$ cat src/rtl/dr_link_tx.sv
// Clocked dual-rail link transmitter: two-phase (rail toggle) or four-phase return-to-zero encoding.
// Define DR_LINK_TX_TIMEOUT_EN to enable the sticky ack watchdog (err); otherwise err is tied to 0.
module dr_link_tx #(
  parameter logic [15:0] ENC         = "TP",
  parameter int unsigned WIDTH       = 1,
  parameter int unsigned SYNC_STAGES = 2,
  parameter int unsigned TIMEOUT_CYC = 1024
) (
  input  logic                  clk,
  input  logic                  rst,
  input  logic                  s_valid,
  output logic                  s_ready,
  input  logic [WIDTH-1:0]      s_data,
  input  logic                  ack_in,
  output logic [WIDTH-1:0][1:0] out,
  output logic                  err
);

  localparam bit IsFp = (ENC == "FP");

  localparam logic [1:0] IDLE    = 2'd0;
  localparam logic [1:0] WAIT_HI = 2'd1;
  localparam logic [1:0] WAIT_LO = 2'd2;
  localparam logic [1:0] WAIT    = 2'd3;

  generate
    if (ENC != "TP" && ENC != "FP") begin : g_bad_enc
      $error("dr_link_tx: ENC must be TP or FP");
    end
    if (WIDTH == 0 || SYNC_STAGES < 2 || TIMEOUT_CYC == 0) begin : g_bad_param
      $error("dr_link_tx: WIDTH>=1, SYNC_STAGES>=2 and TIMEOUT_CYC>=1 required");
    end
  endgenerate

  // Ack synchronizer; the FSM only ever looks at ack_s.
  logic [SYNC_STAGES-1:0] sync_q;
  logic                   ack_s;

  always_ff @(posedge clk or negedge rst) begin
    if (!rst) begin
      sync_q <= '0;
    end else begin
      sync_q <= {sync_q[SYNC_STAGES-2:0], ack_in};
    end
  end

  assign ack_s = sync_q[SYNC_STAGES-1];

  logic [1:0]            state_q, state_d;
  logic [WIDTH-1:0][1:0] out_q, out_d;
  logic                  phase_q, phase_d;
  logic                  accept;

  always_comb begin
    state_d = state_q;
    out_d   = out_q;
    phase_d = phase_q;
    s_ready = 1'b0;
    accept  = 1'b0;
    if (IsFp) begin
      case (state_q)
        IDLE: begin
          s_ready = ~ack_s;
          accept  = s_valid & ~ack_s;
          if (accept) begin
            for (int unsigned i = 0; i < WIDTH; i++) begin
              out_d[i] = s_data[i] ? 2'b10 : 2'b01;
            end
            state_d = WAIT_HI;
          end
        end
        WAIT_HI: begin
          if (ack_s) begin
            out_d   = '0;
            state_d = WAIT_LO;
          end
        end
        WAIT_LO: begin
          if (!ack_s) state_d = IDLE;
        end
        default: state_d = IDLE;
      endcase
    end else begin
      case (state_q)
        IDLE: begin
          s_ready = 1'b1;
          accept  = s_valid;
          if (accept) begin
            // Exactly one rail per bit toggles; the toggled rail carries the value.
            for (int unsigned i = 0; i < WIDTH; i++) begin
              out_d[i] = out_q[i] ^ (s_data[i] ? 2'b10 : 2'b01);
            end
            state_d = WAIT;
          end
        end
        WAIT: begin
          if (ack_s != phase_q) begin
            phase_d = ~phase_q;
            state_d = IDLE;
          end
        end
        default: state_d = IDLE;
      endcase
    end
  end

  always_ff @(posedge clk or negedge rst) begin
    if (!rst) begin
      state_q <= IDLE;
      out_q   <= '0;
      phase_q <= 1'b0;
    end else begin
      state_q <= state_d;
      out_q   <= out_d;
      phase_q <= phase_d;
    end
  end

  assign out = out_q;

`ifdef DR_LINK_TX_TIMEOUT_EN
  localparam int unsigned     CntW   = $clog2(TIMEOUT_CYC + 1);
  localparam logic [CntW-1:0] CntMax = CntW'(TIMEOUT_CYC);

  logic [CntW-1:0] cnt_q, cnt_d;
  logic            err_q;

  // Counts cycles spent in a waiting state; any state change restarts it. Saturates at the limit.
  always_comb begin
    cnt_d = '0;
    if (state_q != IDLE && state_d == state_q) begin
      cnt_d = (cnt_q == CntMax) ? cnt_q : cnt_q + 1'b1;
    end
  end

  always_ff @(posedge clk or negedge rst) begin
    if (!rst) begin
      cnt_q <= '0;
      err_q <= 1'b0;
    end else begin
      cnt_q <= cnt_d;
      err_q <= err_q | (cnt_d == CntMax);
    end
  end

  assign err = err_q;
`else
  assign err = 1'b0;
`endif

endmodule

$ cat config.mk
export PLATFORM = sky130hd
export DESIGN_NAME = dr_link_tx
export DESIGN_NICKNAME = d
export VERILOG_FILES = /design/src/rtl/dr_link_tx.sv
export SDC_FILE = /design/constraint.sdc
export NUM_CORES = 1
export LEC_CHECK = 0
export CORE_AREA = 3 3 40 42
export DETAILED_ROUTE_END_ITERATION = 10
export DIE_AREA = 0 0 43 45
export GPL_ROUTABILITY_DRIVEN = 0
export PLACE_DENSITY = 0.36
export SETUP_SLACK_MARGIN = 0.3
export SLEW_MARGIN = 0
export SYNTH_ARGS = -nofsm -noshare
export SYNTH_HDL_FRONTEND = slang
export SYNTH_SLANG_ARGS = --single-unit
export TNS_END_PERCENT = 5
$ cat constraint.sdc
create_clock -name clk -period 1.3 [get_ports clk]
set_input_delay 0.13 -clock clk [delete_from_list [all_inputs] [get_ports clk]]
set_output_delay 0.13 -clock clk [all_outputs]
set_load 0.05 [all_outputs]
After elaboration in Yosys (flattened, before gate mapping). Index checks and enable logic that the tools add are counted.

Flip-flop bits (word level): 7. Output and inout bits: 4. Logic and storage cells: 19. Input bits: 5.

Bitwise gates (word level): 2. Muxes and demuxes: 5. Reduce and logical (&&, ||, !) cells: 4. Eq/ne operators: 4.

Operators by type and width (number): $mux 2 (3); $reduce_and 2->1 (3); $ne 2x2->1 const B (2); $pmux 2 s2 (1); $eq 2x2->1 const B (1); $logic_not 2->1 (1); $xor 2x2->2 (1); $mux 1 (1); $ne 1x1->1 (1); $not 1->1 (1).

Longest topological paths before layout. Gate-level depths: netlist of run 1.

Depth after elaboration: 3. Mapped depth: 2. Mapped depth without buffers: 2.

Least setup slack after synthesis of run 1. OpenSTA, ideal clock, no wires.

Kind: reg2reg. Start: reg out_q (netlist bit out[0]). End: reg out_q (netlist bit out[0]). Cell stages (with the launch flop): 2. Setup time: 0.143 ns. Slack: 0.386 ns. Data arrival time: 0.771 ns. Path buffers: 0. Clock period less this slack: 0.914 ns. Required time: 1.157 ns. Path through: dfrtp_1 xor2_1.

Longest elaborated chain between the ends: 1.

RTL lines: from (decl) (line 50) `logic [WIDTH-1:0][1:0] out_q, out_d;`; from (signal assigned) (line 114) `out_q <= out_d;`; $xor 2x2->2 (line 91) `out_d[i] = out_q[i] ^ (s_data[i] ? 2'b10 : 2'b01);`.

Every way passes these cells. A chain may end at the register's enable or synchronous reset.

Worst setup path in the final report of run 1.
Start: reg state_q[0]. End: out s_ready.

Longest elaborated chain between the ends: 2.

RTL lines: from (decl) (line 49) `logic [1:0] state_q, state_d;`; from (signal assigned) (line 113) `state_q <= state_d;`; $logic_not 2->1 (line 84) `case (state_q)`; $mux 1 (line 84); to (decl) (line 12) `output logic s_ready,`.

Every way passes these cells.

==> results.json, run 1 <==
{
  "layout_min_cycle_time_ps": 977,
  "setup_ws_ps": 323,
  "gr-total-overflow": 0,
  "worst_skew_pair.late_latency_ps": 240,
  "clock_sinks": 6,
  "synth_simple_gate_area_frac": 0.0856,
  "netlist_instances": 16,
  "yosysUniqueCellTypes": 9,
  "ys_warn_count": 0,
  "die_h_um": 45,
  "worstPathRequired_ps": 1170,
  "vias": 144,
  "grt_pass1_wl_um": 669,
  "synth_seq_area_share": 0.642,
  "cts.clk_slew.worst_paths_ps": 40,
  "clock_skew_ps": 0.524,
  "viasPerCell": 3.51,
  "rsz0062_at_grt": "true",
  "clock_path_buffers": 2,
  "reg2regPathDepth": 3,
  "synthAdderAreaFrac": 0,
  "critPathKind": "register to output pin",
  "fin_setup_tns_ps": 0,
  "cts_root_buf": "clkbuf_4",
  "drive_above_1_share": 0.385,
  "wl_um": 372,
  "power_frac_clock": 0.159,
  "fp-row-count": 13,
  "grt_start_max_net_pins": 7,
  "finalSetupViolCount": 0,
  "timing.critical_path.from": "state_q[0]$_DFFE_PN0P_",
  "synth_top_family_by_area": "XOR/XNOR gates",
  "antenna_found_initial": 0,
  "holdBufCountCts": 0,
  "p_per_area_nw_per_um2": 2740,
  "grt_usage": 0.0546,
  "core-area_sq_um": 1280,
  "portBuffers": 7,
  "fp.dieW_um": 43,
  "drt-initial-drc-count": 0,
  "worstPathMaxFanout": 2,
  "synth-compound-area-share": 0,
  "synth_xor_area_frac": 0.112,
  "min_path_type": "primary input to async pin",
  "pre_cts_ws_ps": 228,
  "max_freq_ghz": 1.02,
  "area_growth_pct": 60.4,
  "netSwitchingPower_mw": 0.381,
  "nNetsFinal": 33,
  "first_global_vias": 163,
  "status": "finished, final reports clean",
  "area.sequential_sq_um": 150,
  "cp-end-kind": "output pin",
  "dieArea_sq_um": 1940,
  "fillers": 136,
  "swShare": 0.371,
  "multiInputGateArea_sq_um": 72.6,
  "cap_violations": 0,
  "numCtsBuffers": 3,
  "htreeDepth": 1,
  "p_seq_frac": 0.307,
  "hpwl_um": 288,
  "arrival_ps": 850,
  "startpoint_type": "register",
  "synth_area_per_cell_sq_um": 14.6,
  "slew_viol_final": 0,
  "detail_route.wl_per_cell_um": 9.07,
  "start_util": 0.182,
  "postLayoutCoreUtil": 0.292,
  "reg2reg_setup_slack_ps": 350,
  "r2r-end": "out[1]$_DFFE_PN0P_",
  "synth_mux_area_frac": 0.0963,
  "rr_startpoint": "state_q[0]$_DFFE_PN0P_",
  "p_int_mw": 0.646,
  "tritoncts": "built",
  "antenna_cells": 0,
  "drc": 0,
  "p_leak_nw": 0.163,
  "yosys_register_bits": 6,
  "boundaryPins": 9,
  "dr.pass1.iters": 1,
  "cts.repair.resized": 0,
  "syn-cell-area_sq_um": 234,
  "p_comb_frac": 0.534,
  "hold_viol": 0,
  "synth_nets": 21,
  "ant_nets": 0,
  "vdd_drop_max_v": 0.000762,
  "fin_crit_sh": 0.752
}
[power by group through the flow]
| stage | logic (mW) | clock network [mW] | registers [mW] |
|---|---|---|---|
| 6_report | 0.548 | 0.163 | 0.316 |
| 5_1_grt | 0.571 | 0.194 | 0.322 |
| 4_1_cts | 0.556 | 0.177 | 0.317 |
| 3_5_place_dp | 0.515 | 0 | 0.335 |
| 3_3_place_gp | 0.518 | 0 | 0.332 |
| 2_1_floorplan | 0.165 | 0 | 0.421 |
[worst max path at each step]
stage | to | cells past startpoint
floorplan | out[0]$_DFFE_PN0P_ | 1
global placement | out[0]$_DFFE_PN0P_ | 3
detailed placement | out[0]$_DFFE_PN0P_ | 3
CTS | s_ready | 2
global route | s_ready | 2
finish | s_ready | 2
[Yosys cell counts]
| cell | instances | area [sq um] |
|---|---|---|
| dfrtp_1 | 6 | 150 |
| mux2_2 | 2 | 22.5 |
| xnor2_1 | 2 | 17.5 |
| buf_4 | 1 | 7.51 |
| conb_1 | 1 | 3.75 |
| inv_1 | 1 | 3.75 |
| nand3b_1 | 1 | 7.51 |
| nor3b_2 | 1 | 12.5 |
| xor2_1 | 1 | 8.76 |
[per-stage QoR]
| step | cells | total power [mW] | hold slack (ps) | area [sq um] |
|---|---|---|---|---|
| after floorplan | 16 | 0.586 | -166 | 234 |
| after global placement | 37 | 0.850 | 334 | 345 |
| after detailed placement | 37 | 0.850 | 338 | 345 |
| after CTS | 41 | 1.05 | 132 | 375 |
| after global routing | 41 | 1.09 | 133 | 375 |
| final | 41 | 1.03 | 135 | 375 |
[sequential cells by signal, summed over array words and instances (netlist names)]
| signal | count |
|---|---|
| out | 2 |
| sync_q | 2 |
| state_q | 1 |
| phase_q | 1 |
[cells by family (layout without fill, tap and decap cells)]
| logic type | after synthesis | in the layout |
|---|---|---|
| other | 1 | 1 |
| buffers and inverters | 2 | 12 |
| and+or+nand+nor | 2 | 2 |
| muxes | 2 | 2 |
| DFF | 6 | 6 |
| xor gates and xnor gates | 3 | 3 |
[critical path, stage by stage (launching register included)]
cell	delay (ps)
dfrtp_1	370
inv_1	100
buf_12	140
[layout make-up]
type                            count  share of cell area
Clock buffer                        3              0.0600
Inverter                            1              0.0100
Tap cell                           15              0.0500
Sequential cell                     6               0.400
Multi-Input combinational cell      8               0.193
Timing Repair Buffer                8               0.287
[placed cells by master, fill, tap and decap left out, drive strengths merged]
cell type and count:
buf 4, clkbuf 3, clkdlybuf4s50 4, conb 1, dfrtp 6, inv 1
mux2 2, nand3b 1, nor3b 1, xnor2 2, xor2 1
[metal layers]
metal  wire [um]  track usage  part of all wire
met1         151       0.0519              0.41
met2         189       0.0659              0.51
met3          31       0.0279             0.083
met4           0       0.0904                 0
met5           0            0                 0
[repair_timing]
item                                    in CTS  in global routing
endpoints found under the setup margin       1                  3
endpoints found under the hold margin        0                  0
buffers inserted                             1                  0
(Power assumes the default switching activity.)
==> inputs of run 2 (changes only) <==
--- a/config.mk
+++ b/config.mk
@@ -9,7 +9,7 @@
 export DETAILED_ROUTE_END_ITERATION = 10
 export DIE_AREA = 0 0 43 45
 export GPL_ROUTABILITY_DRIVEN = 0
-export PLACE_DENSITY = 0.36
+export PLACE_DENSITY = 0.37
 export SETUP_SLACK_MARGIN = 0.3
 export SLEW_MARGIN = 0
 export SYNTH_ARGS = -nofsm -noshare
==> constraint.sdc (replaced) <==
create_clock -name clk -period 0.85 [get_ports clk]
set_input_delay 0.085 -clock clk [delete_from_list [all_inputs] [get_ports clk]]
set_output_delay 0.085 -clock clk [all_outputs]
set_load 0.05 [all_outputs]
==> run 2 against run 1 <==
  * Hold slack lost 65 ps
  * Combinational power is 58% higher
  * Die area stayed put
  * Total power increased by 62%
  * Sequential power rose by 59%
  * Global-route usage rose by 0.25 points
  * Clock skew rose by 11 ps
  * Register-to-register slack got worse by 450 ps
  * Largest cell class unchanged
  * Final area rose by 3.7%
  * The run now ends with negative setup slack left
  * Critical endpoint is now state_q[0]$_DFFE_PN0P_
  * Routed wire length rose by 9.7%
  * Critical path depth did not move
  * Via count is 5.6% higher
==> results.json, run 2 (synthesized netlist as in run 1, its figures left out) <==
{
  "fp.dieW_um": 43,
  "drt-initial-drc-count": 1,
  "grt_start_max_net_pins": 7,
  "wl_um": 408,
  "place_area_sq_um": 348,
  "portBuffers": 7,
  "cts_root_buf": "clkbuf_4",
  "start_util": 0.182,
  "dieArea_sq_um": 1940,
  "area.sequential_sq_um": 153,
  "whs_ps": 69.3,
  "grt_usage": 0.0571,
  "critPathKind": "register to register",
  "die_h_um": 45,
  "postLayoutCoreUtil": 0.303,
  "vdd_drop_max_v": 0.00144,
  "clock_sinks": 6,
  "drc": 0,
  "p_per_area_nw_per_um2": 4270,
  "vias": 152,
  "slew_viol_final": 0,
  "violations": "negative setup slack",
  "area_growth_pct": 66.3,
  "tritoncts": "built",
  "endpoint": "state_q[0]$_DFFE_PN0P_",
  "pre_cts_ws_ps": -172,
  "worstPathMaxFanout": 4,
  "multiInputGateArea_sq_um": 72.6,
  "arrival_ps": 1070,
  "cts.clk_slew.worst_paths_ps": 60,
  "grt_pass1_wl_um": 696,
  "fp-row-count": 13,
  "post-place-cells": 37,
  "ant_nets": 0,
  "boundaryPins": 9,
  "final_cell_area_sq_um": 389,
  "setup_ws_ps": -102,
  "cap_violations": 0,
  "layout_common_cells": "clkdlybuf4s50_1, dfrtp_1, clkbuf_4, buf_12",
  "reg2regPathDepth": 2,
  "min_path_type": "primary input to async pin",
  "fin_setup_tns_ps": -488,
  "nNetsFinal": 34,
  "fin_cells": 43,
  "cp_slowest_cell": "dfrtp_1",
  "status": "complete, but fails checks",
  "htreeDepth": 1,
  "crit_path_cell_trace": "buf_4, mux2_2",
  "fillers": 135,
  "detail_route.wl_per_cell_um": 9.49,
  "layout_min_cycle_time_ps": 952,
  "reg2reg_setup_slack_ps": -100,
  "cp-end-kind": "register",
  "fin_crit_sh": 1.12,
  "r2r-end": "state_q[0]$_DFFE_PN0P_",
  "p_total_mw": 1.66,
  "worst_skew_pair.late_latency_ps": 250,
  "max_stage_delay_ps": 380,
  "hold_viol": 0,
  "numCtsBuffers": 3,
  "first_global_vias": 157,
  "antenna_found_initial": 0,
  "worstPathRequired_ps": 970,
  "antenna_cells": 0,
  "p_leak_nw": 0.167,
  "clock_skew_ps": 11.9,
  "startpoint_type": "register",
  "gr-total-overflow": 0,
  "timing.critical_path.from": "state_q[0]$_DFFE_PN0P_",
  "clock_path_buffers": 2,
  "drive_above_1_share": 0.500,
  "rsz0062_at_grt": "true",
  "core-area_sq_um": 1280,
  "dr.pass1.iters": 2,
  "finalSetupViolCount": 6,
  "viasPerCell": 3.53,
  "max_freq_ghz": 1.05,
  "rr_startpoint": "state_q[0]$_DFFE_PN0P_"
}
[run 2: cell types whose count changed in the layout (fill, tap and decap cells not counted)]
cell | before | now
inv_1 | 1 | 0
inv_2 | 0 | 1
buf_4 | 1 | 2
dfrtp_1 | 6 | 4
dfrtp_2 | 0 | 2
clkbuf_1 | 0 | 1
[run 2: power by group]
| group | switching [mW] | internal [mW] | total, mW |
|---|---|---|---|
| clock network | 0.113 | 0.178 | 0.291 |
| registers | 0.103 | 0.401 | 0.504 |
| logic | 0.398 | 0.468 | 0.866 |
| total | 0.614 | 1.05 | 1.66 |
[run 2: per-layer routing]
metal | routed length (um) | global-route usage | share of wire
met1 | 175 | 0.0642 | 0.43
met3 | 40 | 0.0279 | 0.098
met4 | 0 | 0.0904 | 0
met5 | 0 | 0 | 0
met2 | 192 | 0.0599 | 0.47
[run 2: critical path, delay by kind of cell, from the launching register on]
family	cells	cell delay [ps]
flip-flops	1	380
multiplexers	1	310
buffers and inverters	1	140
[run 2: final cells by class]
| type | instances | area share |
|---|---|---|
| inverter | 1 | 0.00965 |
| multi-input combinational | 8 | 0.186 |
| timing repair buffer | 9 | 0.296 |
| clock buffer | 4 | 0.0675 |
| tap | 15 | 0.0482 |
| sequential | 6 | 0.392 |
[run 2: worst min path at each step]
stage	endpoint	slack (ps)	cells past startpoint
floorplan	out[0]$_DFFE_PN0P_	-210	0
global placement	sync_q[1]$_DFF_PN0_	340	0
detailed placement	sync_q[1]$_DFF_PN0_	340	0
global route	out[1]$_DFFE_PN0P_	70	1
finish	out[1]$_DFFE_PN0P_	70	1
CTS	phase_q$_DFFE_PN0P_	80	1
[run 2: what timing repair did]
action                                  4_1_cts  5_1_grt
hold endpoints to repair                      0        0
endpoints found under the setup margin        7        7
pin swaps                                     1        0
buffers inserted                              2        0
resized for setup                             1        0
hold buffers                                  0        0
